File: src/rtl/vga_timing_pkg.sv
// 640x480@60 timing constants, update-scheduler state codes and the late-grant window test.
package vga_timing_pkg;

  localparam int H_ACTIVE  = 640;
  localparam int H_FP      = 16;
  localparam int H_SYNC    = 96;
  localparam int H_BP      = 48;
  localparam int H_TOTAL   = H_ACTIVE + H_FP + H_SYNC + H_BP;

  localparam int V_ACTIVE  = 480;
  localparam int V_FP      = 10;
  localparam int V_SYNC    = 2;
  localparam int V_BP      = 33;
  localparam int V_TOTAL   = V_ACTIVE + V_FP + V_SYNC + V_BP;

  localparam int MIN_LINES = 4;
  localparam int CNT_W     = 10;

  localparam logic [1:0] ST_IDLE  = 2'd0;
  localparam logic [1:0] ST_PEND  = 2'd1;
  localparam logic [1:0] ST_GRANT = 2'd2;
  localparam logic [1:0] ST_SPENT = 2'd3;

  // True while in vertical blank with at least min_lines lines left before the frame wraps.
  function automatic logic in_update_window(input logic [CNT_W-1:0] v, input int v_act,
                                            input int v_total, input int min_lines);
    int vi;
    vi = int'(v);
    return (vi >= v_act) && ((v_total - vi) >= min_lines);
  endfunction

endpackage

File: src/rtl/vga_frame_scheduler_if.sv
// Pixel timing outputs plus the per-frame update-window handshake; master is the scheduler,
// slave is the colour generator / game logic side.
interface vga_frame_scheduler_if;
  import vga_timing_pkg::*;

  logic             pix_en;
  logic             hsync;
  logic             vsync;
  logic             active;
  logic [CNT_W-1:0] pix_x;
  logic [CNT_W-1:0] pix_y;
  logic             line_start;
  logic             frame_start;
  logic             upd_req;
  logic             upd_grant;
  logic             upd_done;
  logic             upd_overrun;

  modport master (
    input  pix_en, upd_req, upd_done,
    output hsync, vsync, active, pix_x, pix_y, line_start, frame_start, upd_grant, upd_overrun
  );

  modport slave (
    output pix_en, upd_req, upd_done,
    input  hsync, vsync, active, pix_x, pix_y, line_start, frame_start, upd_grant, upd_overrun
  );

endinterface

File: src/rtl/vga_axis_counter.sv
// One timing axis: wrap counter with registered sync/active decode and a registered wrap pulse.
// Outputs track the count one clk after en_i is sampled; wrap_o is the combinational cascade enable.
module vga_axis_counter #(
  parameter int TOTAL      = 800,
  parameter int ACTIVE     = 640,
  parameter int SYNC_START = 656,
  parameter int SYNC_WIDTH = 96,
  parameter int W          = 10
) (
  input  logic         clk,
  input  logic         rst_n,
  input  logic         en_i,
  output logic [W-1:0] cnt_o,
  output logic         sync_n_o,
  output logic         active_o,
  output logic         wrap_o,
  output logic         wrap_pulse_o
);

  localparam logic [W-1:0] LAST    = W'(TOTAL - 1);
  localparam logic [W-1:0] ACT_LIM = W'(ACTIVE);
  localparam logic [W-1:0] SYNC_LO = W'(SYNC_START);
  localparam logic [W-1:0] SYNC_HI = W'(SYNC_START + SYNC_WIDTH - 1);

  logic [W-1:0] cnt_q, cnt_d;
  logic         sync_n_q, sync_n_d;
  logic         active_q, active_d;
  logic         wrap_pulse_q;

  assign wrap_o = en_i && (cnt_q == LAST);

  // Decode the next count so the registered flags line up with the registered count.
  always_comb begin
    cnt_d = cnt_q;
    if (en_i) begin
      cnt_d = wrap_o ? '0 : cnt_q + 1'b1;
    end
    sync_n_d = !((cnt_d >= SYNC_LO) && (cnt_d <= SYNC_HI));
    active_d = (cnt_d < ACT_LIM);
  end

  always_ff @(posedge clk or negedge rst_n) begin
    if (!rst_n) begin
      cnt_q        <= '0;
      sync_n_q     <= 1'b1;
      active_q     <= 1'b1;
      wrap_pulse_q <= 1'b0;
    end else begin
      cnt_q        <= cnt_d;
      sync_n_q     <= sync_n_d;
      active_q     <= active_d;
      wrap_pulse_q <= wrap_o;
    end
  end

  assign cnt_o        = cnt_q;
  assign sync_n_o     = sync_n_q;
  assign active_o     = active_q;
  assign wrap_pulse_o = wrap_pulse_q;

endmodule

File: src/rtl/vga_frame_scheduler.sv
// VGA pixel-timing sequencer granting one exclusive vblank update window per frame; all outputs registered.
// Grant opens 1 clk after the window condition; VGA_FRAME_SCHED_OVERRUN_CNT_EN adds a saturating overrun counter.
module vga_frame_scheduler
  import vga_timing_pkg::*;
#(
  parameter int H_ACT           = H_ACTIVE,
  parameter int H_FRONT         = H_FP,
  parameter int H_SYNC_W        = H_SYNC,
  parameter int H_BACK          = H_BP,
  parameter int V_ACT           = V_ACTIVE,
  parameter int V_FRONT         = V_FP,
  parameter int V_SYNC_W        = V_SYNC,
  parameter int V_BACK          = V_BP,
  parameter int MIN_BLANK_LINES = MIN_LINES
) (
  input  logic                  clk,
  input  logic                  rst_n,
  vga_frame_scheduler_if.master bus
`ifdef VGA_FRAME_SCHED_OVERRUN_CNT_EN
  ,
  output logic [7:0]            overrun_cnt
`endif
);

  localparam int H_TOT = H_ACT + H_FRONT + H_SYNC_W + H_BACK;
  localparam int V_TOT = V_ACT + V_FRONT + V_SYNC_W + V_BACK;

  logic [CNT_W-1:0] h_cnt, v_cnt;
  logic             h_wrap, f_wrap;
  logic             h_sync_n, v_sync_n, h_act, v_act;
  logic             line_pulse, frame_pulse;

  vga_axis_counter #(
    .TOTAL(H_TOT), .ACTIVE(H_ACT), .SYNC_START(H_ACT + H_FRONT), .SYNC_WIDTH(H_SYNC_W), .W(CNT_W)
  ) u_h_axis (
    .clk(clk), .rst_n(rst_n), .en_i(bus.pix_en), .cnt_o(h_cnt), .sync_n_o(h_sync_n),
    .active_o(h_act), .wrap_o(h_wrap), .wrap_pulse_o(line_pulse)
  );

  // Vertical axis advances only on the horizontal wrap, so its wrap is the frame wrap.
  vga_axis_counter #(
    .TOTAL(V_TOT), .ACTIVE(V_ACT), .SYNC_START(V_ACT + V_FRONT), .SYNC_WIDTH(V_SYNC_W), .W(CNT_W)
  ) u_v_axis (
    .clk(clk), .rst_n(rst_n), .en_i(h_wrap), .cnt_o(v_cnt), .sync_n_o(v_sync_n),
    .active_o(v_act), .wrap_o(f_wrap), .wrap_pulse_o(frame_pulse)
  );

  logic [1:0] state_q, state_d;
  logic       grant_q, overrun_q, overrun_d;

  // SPENT leaves on the registered frame_start so an overrun at the wrap re-arms for the very next vblank.
  always_comb begin
    state_d   = state_q;
    overrun_d = 1'b0;
    case (state_q)
      ST_IDLE:  if (bus.upd_req) state_d = ST_PEND;
      ST_PEND: begin
        if (!bus.upd_req) begin
          state_d = ST_IDLE;
        end else if (in_update_window(v_cnt, V_ACT, V_TOT, MIN_BLANK_LINES)) begin
          state_d = ST_GRANT;
        end
      end
      ST_GRANT: begin
        if (bus.upd_done) begin
          state_d = ST_SPENT;
        end else if (f_wrap) begin
          state_d   = ST_SPENT;
          overrun_d = 1'b1;
        end
      end
      ST_SPENT: if (frame_pulse) state_d = ST_IDLE;
      default:  state_d = ST_IDLE;
    endcase
  end

  always_ff @(posedge clk or negedge rst_n) begin
    if (!rst_n) begin
      state_q   <= ST_IDLE;
      grant_q   <= 1'b0;
      overrun_q <= 1'b0;
    end else begin
      state_q   <= state_d;
      grant_q   <= (state_d == ST_GRANT);
      overrun_q <= overrun_d;
    end
  end

`ifdef VGA_FRAME_SCHED_OVERRUN_CNT_EN
  logic [7:0] ovr_cnt_q;

  always_ff @(posedge clk or negedge rst_n) begin
    if (!rst_n) begin
      ovr_cnt_q <= '0;
    end else if (overrun_d && (ovr_cnt_q != 8'hFF)) begin
      ovr_cnt_q <= ovr_cnt_q + 8'd1;
    end
  end

  assign overrun_cnt = ovr_cnt_q;
`endif

  assign bus.hsync       = h_sync_n;
  assign bus.vsync       = v_sync_n;
  assign bus.active      = h_act && v_act;
  assign bus.pix_x       = h_cnt;
  assign bus.pix_y       = v_cnt;
  assign bus.line_start  = line_pulse;
  assign bus.frame_start = frame_pulse;
  assign bus.upd_grant   = grant_q;
  assign bus.upd_overrun = overrun_q;

endmodule

File: src/flat_wrapper.sv
// flat-port wrapper written by rule: the top's interface ports become plain ports
module vga_frame_scheduler_flat import vga_timing_pkg::*;
#(
  parameter int H_ACT           = H_ACTIVE,
  parameter int H_FRONT         = H_FP,
  parameter int H_SYNC_W        = H_SYNC,
  parameter int H_BACK          = H_BP,
  parameter int V_ACT           = V_ACTIVE,
  parameter int V_FRONT         = V_FP,
  parameter int V_SYNC_W        = V_SYNC,
  parameter int V_BACK          = V_BP,
  parameter int MIN_BLANK_LINES = MIN_LINES
)
  (clk, rst_n, bus_pix_en, bus_upd_req, bus_upd_done, bus_hsync, bus_vsync, bus_active, bus_pix_x, bus_pix_y, bus_line_start, bus_frame_start, bus_upd_grant, bus_upd_overrun);
  vga_frame_scheduler_if bus_i ();
  input  logic clk;
  input  logic rst_n;
  input wire logic [$bits(bus_i.pix_en)-1:0] bus_pix_en;
  input wire logic [$bits(bus_i.upd_req)-1:0] bus_upd_req;
  input wire logic [$bits(bus_i.upd_done)-1:0] bus_upd_done;
  output wire logic [$bits(bus_i.hsync)-1:0] bus_hsync;
  output wire logic [$bits(bus_i.vsync)-1:0] bus_vsync;
  output wire logic [$bits(bus_i.active)-1:0] bus_active;
  output wire logic [$bits(bus_i.pix_x)-1:0] bus_pix_x;
  output wire logic [$bits(bus_i.pix_y)-1:0] bus_pix_y;
  output wire logic [$bits(bus_i.line_start)-1:0] bus_line_start;
  output wire logic [$bits(bus_i.frame_start)-1:0] bus_frame_start;
  output wire logic [$bits(bus_i.upd_grant)-1:0] bus_upd_grant;
  output wire logic [$bits(bus_i.upd_overrun)-1:0] bus_upd_overrun;
  assign bus_i.pix_en = bus_pix_en;
  assign bus_i.upd_req = bus_upd_req;
  assign bus_i.upd_done = bus_upd_done;
  assign bus_hsync = bus_i.hsync;
  assign bus_vsync = bus_i.vsync;
  assign bus_active = bus_i.active;
  assign bus_pix_x = bus_i.pix_x;
  assign bus_pix_y = bus_i.pix_y;
  assign bus_line_start = bus_i.line_start;
  assign bus_frame_start = bus_i.frame_start;
  assign bus_upd_grant = bus_i.upd_grant;
  assign bus_upd_overrun = bus_i.upd_overrun;
  vga_frame_scheduler #(.H_ACT(H_ACT), .H_FRONT(H_FRONT), .H_SYNC_W(H_SYNC_W), .H_BACK(H_BACK), .V_ACT(V_ACT), .V_FRONT(V_FRONT), .V_SYNC_W(V_SYNC_W), .V_BACK(V_BACK), .MIN_BLANK_LINES(MIN_BLANK_LINES)) u_core (.clk(clk), .rst_n(rst_n), .bus(bus_i));
endmodule
File: config.mk
export PLATFORM = sky130hd
export DESIGN_NAME = vga_frame_scheduler_flat
export DESIGN_NICKNAME = d
export VERILOG_FILES = /design/src/rtl/vga_timing_pkg.sv /design/src/rtl/vga_frame_scheduler_if.sv /design/src/rtl/vga_axis_counter.sv /design/src/rtl/vga_frame_scheduler.sv /design/src/flat_wrapper.sv
export SDC_FILE = /design/constraint.sdc
export NUM_CORES = 1
export LEC_CHECK = 0
export ABC_AREA = 1
export CAP_MARGIN = 20
export CORE_ASPECT_RATIO = 1.4
export CORE_MARGIN = 2
export CORE_UTILIZATION = 45
export DETAILED_ROUTE_END_ITERATION = 8
export MAX_ROUTING_LAYER = met4
export PLACE_DENSITY_LB_ADDON = 0.05
export SLEW_MARGIN = 20
export SYNTH_ARGS = -nofsm -noshare
export SYNTH_HDL_FRONTEND = slang
export SYNTH_SLANG_ARGS = --single-unit
File: constraint.sdc
create_clock -name clk -period 1.5 [get_ports clk]
set_input_delay 0.3 -clock clk [delete_from_list [all_inputs] [get_ports clk]]
set_output_delay 0.3 -clock clk [all_outputs]
set_load 0.02 [all_outputs]
==> impl_metrics.env, run 1 <==
export IMPL_status="finished, violations left"
export IMPL_violations="setup timing"
export IMPL_syn_num_nets=279
export IMPL_hold_viol_final=0
export IMPL_period_minus_slack_ns=1.61
export IMPL_ys_ff_latch=30
export IMPL_leakage_nw=1.64
export IMPL_yosysWarnings=0
export IMPL_vdd_drop_max_uv=506
export IMPL_dr_total_vias=2180
export IMPL_fin_crit_sh=1.07
export IMPL_worst_slack_ns=-0.108
export IMPL_clock_sink_count=30
export IMPL_rows=28
export IMPL_drc=0
export IMPL_num_antenna_cells=0
export IMPL_cts_buffers=5
export IMPL_ys_seq_area_frac=0.393
export IMPL_fmax_mhz=622
export IMPL_power_density_nw_per_um2=1050
export IMPL_grt_total_usage=0.277
export IMPL_crit_type="reg2reg"
export IMPL_path_max_fanout=5
export IMPL_dr_pass1_iters=4
export IMPL_drt_total_wl_um=6010
export IMPL_rsz0062_at_grt="true"
export IMPL_power_total_mw=3.30
export IMPL_dp_cells=404
export IMPL_worst_pin_slew_ns=0.343
export IMPL_grt_pass1_vias=2194
export IMPL_grt_pass1_wl_um=9620
export IMPL_synthCells=269
export IMPL_drive_gt1_frac=0.388
export IMPL_syn_cell_area_sq_um=1920
export IMPL_fill_cells=347
export IMPL_final_nets=388
export IMPL_dp_worst_setup_slack_ns=-0.490
export IMPL_utilization=0.753
export IMPL_portBuffers=31
export IMPL_critPathCaptureType="flip-flop"
export IMPL_final_common_cell="nand2_1"
export IMPL_cts_root_buf="clkbuf_8"
export IMPL_syn_area_per_cell_sq_um=7.15
export IMPL_start_util=0.461
export IMPL_insertion_delay_ns=0.29
export IMPL_regToRegEndpoint="u_core.bus.upd_grant"
export IMPL_final_cells=424
export IMPL_required_ns=1.68
export IMPL_cts_hold_buf=0
export IMPL_drv_cap=0
export IMPL_setup_viol=10
export IMPL_core_sq_um=4170
export IMPL_die_h_um=81.4
export IMPL_vias_per_cell=5.14
export IMPL_slew_violations=0
export IMPL_clk_path_buf_depth=2
export IMPL_setup_tns_final_ns=-0.413
export IMPL_slew_limit_headroom=0.770
export IMPL_area_delta_synth_final_pct=63.3
export IMPL_drtAntennaViolNets=0
export IMPL_die_x_um=59.3
export IMPL_overflow=0
export IMPL_min_path_type="in2async"
export IMPL_ff2ff_path_depth=10
export IMPL_cp_arrival_ns=1.79
export IMPL_clk_pin_slew_ns=0.07
export IMPL_cts_tree="done"
export IMPL_synth_cell_type_count=28
export IMPL_critPathLaunchType="flip-flop"
export IMPL_r2r_slack_ns=-0.11
export IMPL_wl_per_cell_um=14.2
export IMPL_grt_antenna_before_repair=0
export IMPL_r2r_start="u_core.u_v_axis.cnt_o[1]"
export IMPL_layout_common_cells="nand2_1, buf_4, inv_1"
export IMPL_drt_iter0_drc=90
export IMPL_clock_skew_ns=0.00285
export IMPL_dp_hpwl_um=4330
export IMPL_grt_max_degree=31
export IMPL_die_area_sq_um=4820
export IMPL_pin_count=32
export IMPL_gp_congestion=0.890
export IMPL_htree_levels=2
[final cells by class]
| class | instances | area (sq um) | area share |
|---|---|---|---|
| multi-input combinational | 194 | 1190 | 0.379 |
| timing repair buffer | 103 | 870 | 0.277 |
| clock buffer | 6 | 82.6 | 0.0263 |
| clock inverter | 2 | 12.5 | 0.00398 |
| tap | 45 | 56.3 | 0.0179 |
| sequential | 30 | 763 | 0.243 |
| inverter | 44 | 165 | 0.0526 |
[critical path: stages (launching register included)]
cell     delay (ns)
dfrtp_2        0.42
inv_1          0.07
buf_4          0.14
ha_1           0.28
nand4_1        0.15
nor2_1         0.12
nand2_1        0.08
nand2_1        0.06
nand2_1        0.06
nand3_2        0.08
nor2_1         0.05
[how the worst max path moves through the flow]
stage,cells past startpoint,slack [ns],end,from
final,10,-0.11,u_core.bus.upd_grant,u_core.u_v_axis.cnt_o[1]
after global routing,11,-0.21,u_core.u_v_axis.sync_n_o,u_core.u_v_axis.cnt_o[8]
after CTS,11,-0.09,u_core.bus.upd_grant,u_core.u_v_axis.cnt_o[1]
after detailed placement,10,-0.49,u_core.u_v_axis.sync_n_o,bus_pix_en
after global placement,10,-0.49,u_core.u_v_axis.sync_n_o,bus_pix_en
after floorplan,10,-0.03,u_core.u_v_axis.sync_n_o,u_core.u_v_axis.cnt_o[0]
[metrics by stage]
step	hold WS, ns	instance area (sq um)
5_1_grt	0.379	3140
3_3_place_gp	0.492	2780
4_1_cts	0.376	3010
6_report	0.371	3140
3_5_place_dp	0.513	2780
2_1_floorplan	0.00441	1950
[cells in the mapped netlist]
cell type | number | share of area
nand3_4 | 1 | 0.0091
clkinv_1 | 1 | 0.0019
buf_2 | 1 | 0.0026
dfrtp_1 | 26 | 0.34
nand4_4 | 1 | 0.011
nand2_1 | 81 | 0.16
nor2_4 | 3 | 0.018
buf_4 | 1 | 0.0039
inv_1 | 40 | 0.078
a21oi_1 | 3 | 0.0078
nor4_1 | 1 | 0.0033
nor2_8 | 1 | 0.010
and2_1 | 1 | 0.0033
nand4_1 | 12 | 0.039
and2_4 | 1 | 0.0046
nand2_2 | 5 | 0.016
o21ai_0 | 11 | 0.029
dfstp_2 | 4 | 0.055
o21bai_1 | 1 | 0.0039
ha_1 | 5 | 0.033
a31oi_1 | 1 | 0.0033
o21ai_1 | 2 | 0.0052
xor2_1 | 3 | 0.014
nor2_1 | 23 | 0.045
inv_2 | 3 | 0.0059
nor3_1 | 3 | 0.0078
nand3_1 | 31 | 0.081
o21ai_2 | 3 | 0.014
[power by group]
part	total, mW	internal [mW]	switching [mW]	leakage, nW
sequential	1.06	0.946	0.109	0.345
combinational	1.55	0.675	0.877	1.25
clock	0.690	0.368	0.322	0.0472
total	3.30	1.99	1.31	1.64
[sequential cells by signal (all words and copies together) (netlist names)]
name,flops
u_core.state_q,2
u_core.u_v_axis.wrap_pulse_o,1
u_core.u_h_axis.wrap_pulse_o,1
u_core.u_h_axis.active_o,1
u_core.bus.upd_overrun,1
u_core.u_v_axis.active_o,1
u_core.u_h_axis.cnt_o,10
u_core.bus.upd_grant,1
u_core.u_v_axis.cnt_o,10
u_core.u_v_axis.sync_n_o,1
u_core.u_h_axis.sync_n_o,1
[kinds of logic (layout without fill, tap and decap cells)]
logic type	Yosys count	after routing	synth area share
and+or+nand+nor	164	165	0.406
buffers and inverters	46	155	0.0924
DFF	30	30	0.393
AOI/OAI and AO/OA	21	21	0.0625
adders and majority gates	5	5	0.0325
xor gates and xnor gates	3	3	0.0137
[per-layer routing]
layer | global-route usage | wire (um)
met5 | - | 0
met1 | 0.276 | 2240
met4 | 0.143 | 259
met2 | 0.508 | 3270
met3 | 0.0398 | 234
[timing repair]
action,in CTS,in global routing
endpoints found under the setup margin,37,28
gates resized for setup,62,37
setup buffers,8,3
pin swaps,17,13
gates cloned,0,1
Power figures use the tool's default switching activity.
==> run 2, diff against run 1 <==
CORE_ASPECT_RATIO = 0.75   (was 1.4)
SKIP_LAST_GASP = 1   (was unset)
==> run 2 against run 1 <==
The run still ends with setup timing left. Clock power decreased by 13%. Worst setup slack better by 0.054 ns. Register-to-register slack better by 0.05 ns.
==> impl_metrics.env, run 2 (same netlist as run 1, synthesis figures left out) <==
export IMPL_status="finished, violations left"
export IMPL_violations="setup timing"
export IMPL_required_ns=1.72
export IMPL_cts_hold_buf=0
export IMPL_placed_cell_area_sq_um=2740
export IMPL_p_seq_frac=0.339
export IMPL_drt_iter0_drc=134
export IMPL_worst_slack_ns=-0.0543
export IMPL_drt_total_wl_um=5570
export IMPL_critPathCaptureType="flip-flop"
export IMPL_path_cells="ha_4 > inv_1 > nor2_1 > buf_4 > nand2_1 > nand2_1 > nand2_1 > nand2_2 > and2_4 > nand3_1 > nor2_1 > nor2_1"
export IMPL_r2r_slack_ns=-0.05
export IMPL_fmax_mhz=643
export IMPL_utilization=0.731
export IMPL_cts_buffers=5
export IMPL_regToRegEndpoint="u_core.u_v_axis.active_o"
export IMPL_p_int_mw=1.87
export IMPL_slew_violations=0
export IMPL_layout_common_cells="nand2_1, buf_4, inv_1"
export IMPL_r2r_start="u_core.u_v_axis.cnt_o[1]"
export IMPL_grt_total_usage=0.246
export IMPL_dp_worst_setup_slack_ns=-0.445
export IMPL_max_stage_delay_ns=0.46
export IMPL_setup_viol=6
export IMPL_critPathLaunchType="flip-flop"
export IMPL_worst_pin_slew_ns=0.276
export IMPL_cp_arrival_ns=1.77
export IMPL_drtAntennaViolNets=0
export IMPL_leakage_nw=1.57
export IMPL_critPathSlowestCell="dfrtp_2"
export IMPL_overflow=0
export IMPL_slew_limit_headroom=0.815
export IMPL_grt_antenna_before_repair=0
export IMPL_min_path_type="in2async"
export IMPL_area_delta_synth_final_pct=55.1
export IMPL_ff2ff_path_depth=12
export IMPL_portBuffers=31
export IMPL_grt_pass1_vias=1842
export IMPL_dr_total_vias=2082
export IMPL_p_comb_frac=0.470
export IMPL_cts_root_buf="clkbuf_8"
export IMPL_num_antenna_cells=0
export IMPL_rows=20
export IMPL_dr_pass1_iters=4
export IMPL_vias_per_cell=4.96
export IMPL_pin_count=32
export IMPL_multi_input_area_sq_um=1170
export IMPL_dp_hpwl_um=4010
export IMPL_netSwitchingFraction=0.402
export IMPL_path_max_fanout=5
export IMPL_htree_levels=2
export IMPL_grt_pass1_wl_um=8580
export IMPL_clk_path_buf_depth=2
export IMPL_die_x_um=79.5
export IMPL_hold_viol_final=0
export IMPL_clock_skew_ns=0.00451
export IMPL_die_area_sq_um=4820
export IMPL_vdd_drop_max_uv=1050
export IMPL_drv_cap=0
export IMPL_register_area_sq_um=764
export IMPL_grt_max_degree=31
export IMPL_die_h_um=60.6
export IMPL_switching_power_mw=1.26
export IMPL_core_sq_um=4080
export IMPL_period_minus_slack_ns=1.55
export IMPL_power_density_nw_per_um2=1050
export IMPL_fin_crit_sh=1.04
export IMPL_final_cell_area_sq_um=2980
export IMPL_clockPowerShare=0.191
export IMPL_gp_congestion=0.969
export IMPL_clk_pin_slew_ns=0.06
export IMPL_crit_type="reg2reg"
export IMPL_start_util=0.471
export IMPL_final_common_cell="nand2_1"
export IMPL_final_nets=375
export IMPL_drive_gt1_frac=0.345
export IMPL_drc=0
export IMPL_cts_tree="done"
export IMPL_wl_per_cell_um=13.3
export IMPL_startpoint="u_core.u_v_axis.cnt_o[1]"
export IMPL_rsz0062_at_grt="true"
export IMPL_fill_cells=336
export IMPL_clock_sink_count=30
export IMPL_insertion_delay_ns=0.28
[run 2: final cells by class]
cell class / count / area share
Timing Repair Buffer: 90 / 0.247
Inverter: 44 / 0.0554
Clock buffer: 5 / 0.0231
Sequential cell: 30 / 0.256
Clock inverter: 2 / 0.00336
Tap cell: 55 / 0.0231
Multi-Input combinational cell: 194 / 0.392
[run 2: layer usage]
layer,share of wire,routed length [um],track usage
met5,0,0,-
met4,0.013,72,0.0690
met3,0.066,367,0.0580
met2,0.44,2430,0.346
met1,0.49,2710,0.355
[run 2: metrics by stage]
step | total power [mW] | TNS [ns] | std cells | hold slack, ns
2_1_floorplan | 1.78 | -0.0413 | 269 | 0.00441
3_3_place_gp | 2.53 | -4.33 | 407 | 0.506
3_5_place_dp | 2.56 | -4.49 | 407 | 0.505
4_1_cts | 3.10 | -0.273 | 415 | 0.382
5_1_grt | 3.33 | -1.20 | 420 | 0.391
6_report | 3.13 | -0.240 | 420 | 0.374
[run 2: worst max-delay path by stage]
stage,end,slack (ns),cells past startpoint
CTS,u_core.u_h_axis.sync_n_o,-0.05,11
floorplan,u_core.u_v_axis.sync_n_o,-0.03,10
global route,u_core.u_v_axis.active_o,-0.18,12
detailed placement,u_core.u_v_axis.sync_n_o,-0.44,10
finish,u_core.u_v_axis.active_o,-0.05,12
global placement,u_core.u_v_axis.sync_n_o,-0.45,10
[run 2: power by group through the flow]
stage | combinational, mW | clock (mW) | sequential, mW
global placement | 1.46 | 0 | 1.07
CTS | 1.43 | 0.612 | 1.06
global route | 1.60 | 0.654 | 1.08
detailed placement | 1.48 | 0 | 1.07
floorplan | 0.517 | 0 | 1.27
finish | 1.47 | 0.599 | 1.06
[run 2: worst max-delay path: cells and delay by family (launching register included)]
| family | cells | cell delay (ns) |
|---|---|---|
| adders and majority gates | 1 | 0.18 |
| buffers and inverters | 2 | 0.18 |
| DFF | 1 | 0.46 |
| and+or+nand+nor | 9 | 0.67 |
[run 2: repair_timing]
item | CTS | global route
hold endpoints to repair | 0 | 0
buffers inserted | 0 | 5
pin swaps | 11 | 11
resized for setup | 44 | 34
endpoints found under the setup margin | 29 | 27
gates cloned | 1 | 0
==> run 3, diff against run 2 <==
ABC_CLOCK_PERIOD_IN_PS = 1500   (was unset)
==> results of run 3 <==
Final layout, timing and power as in run 2 (identical DEF).
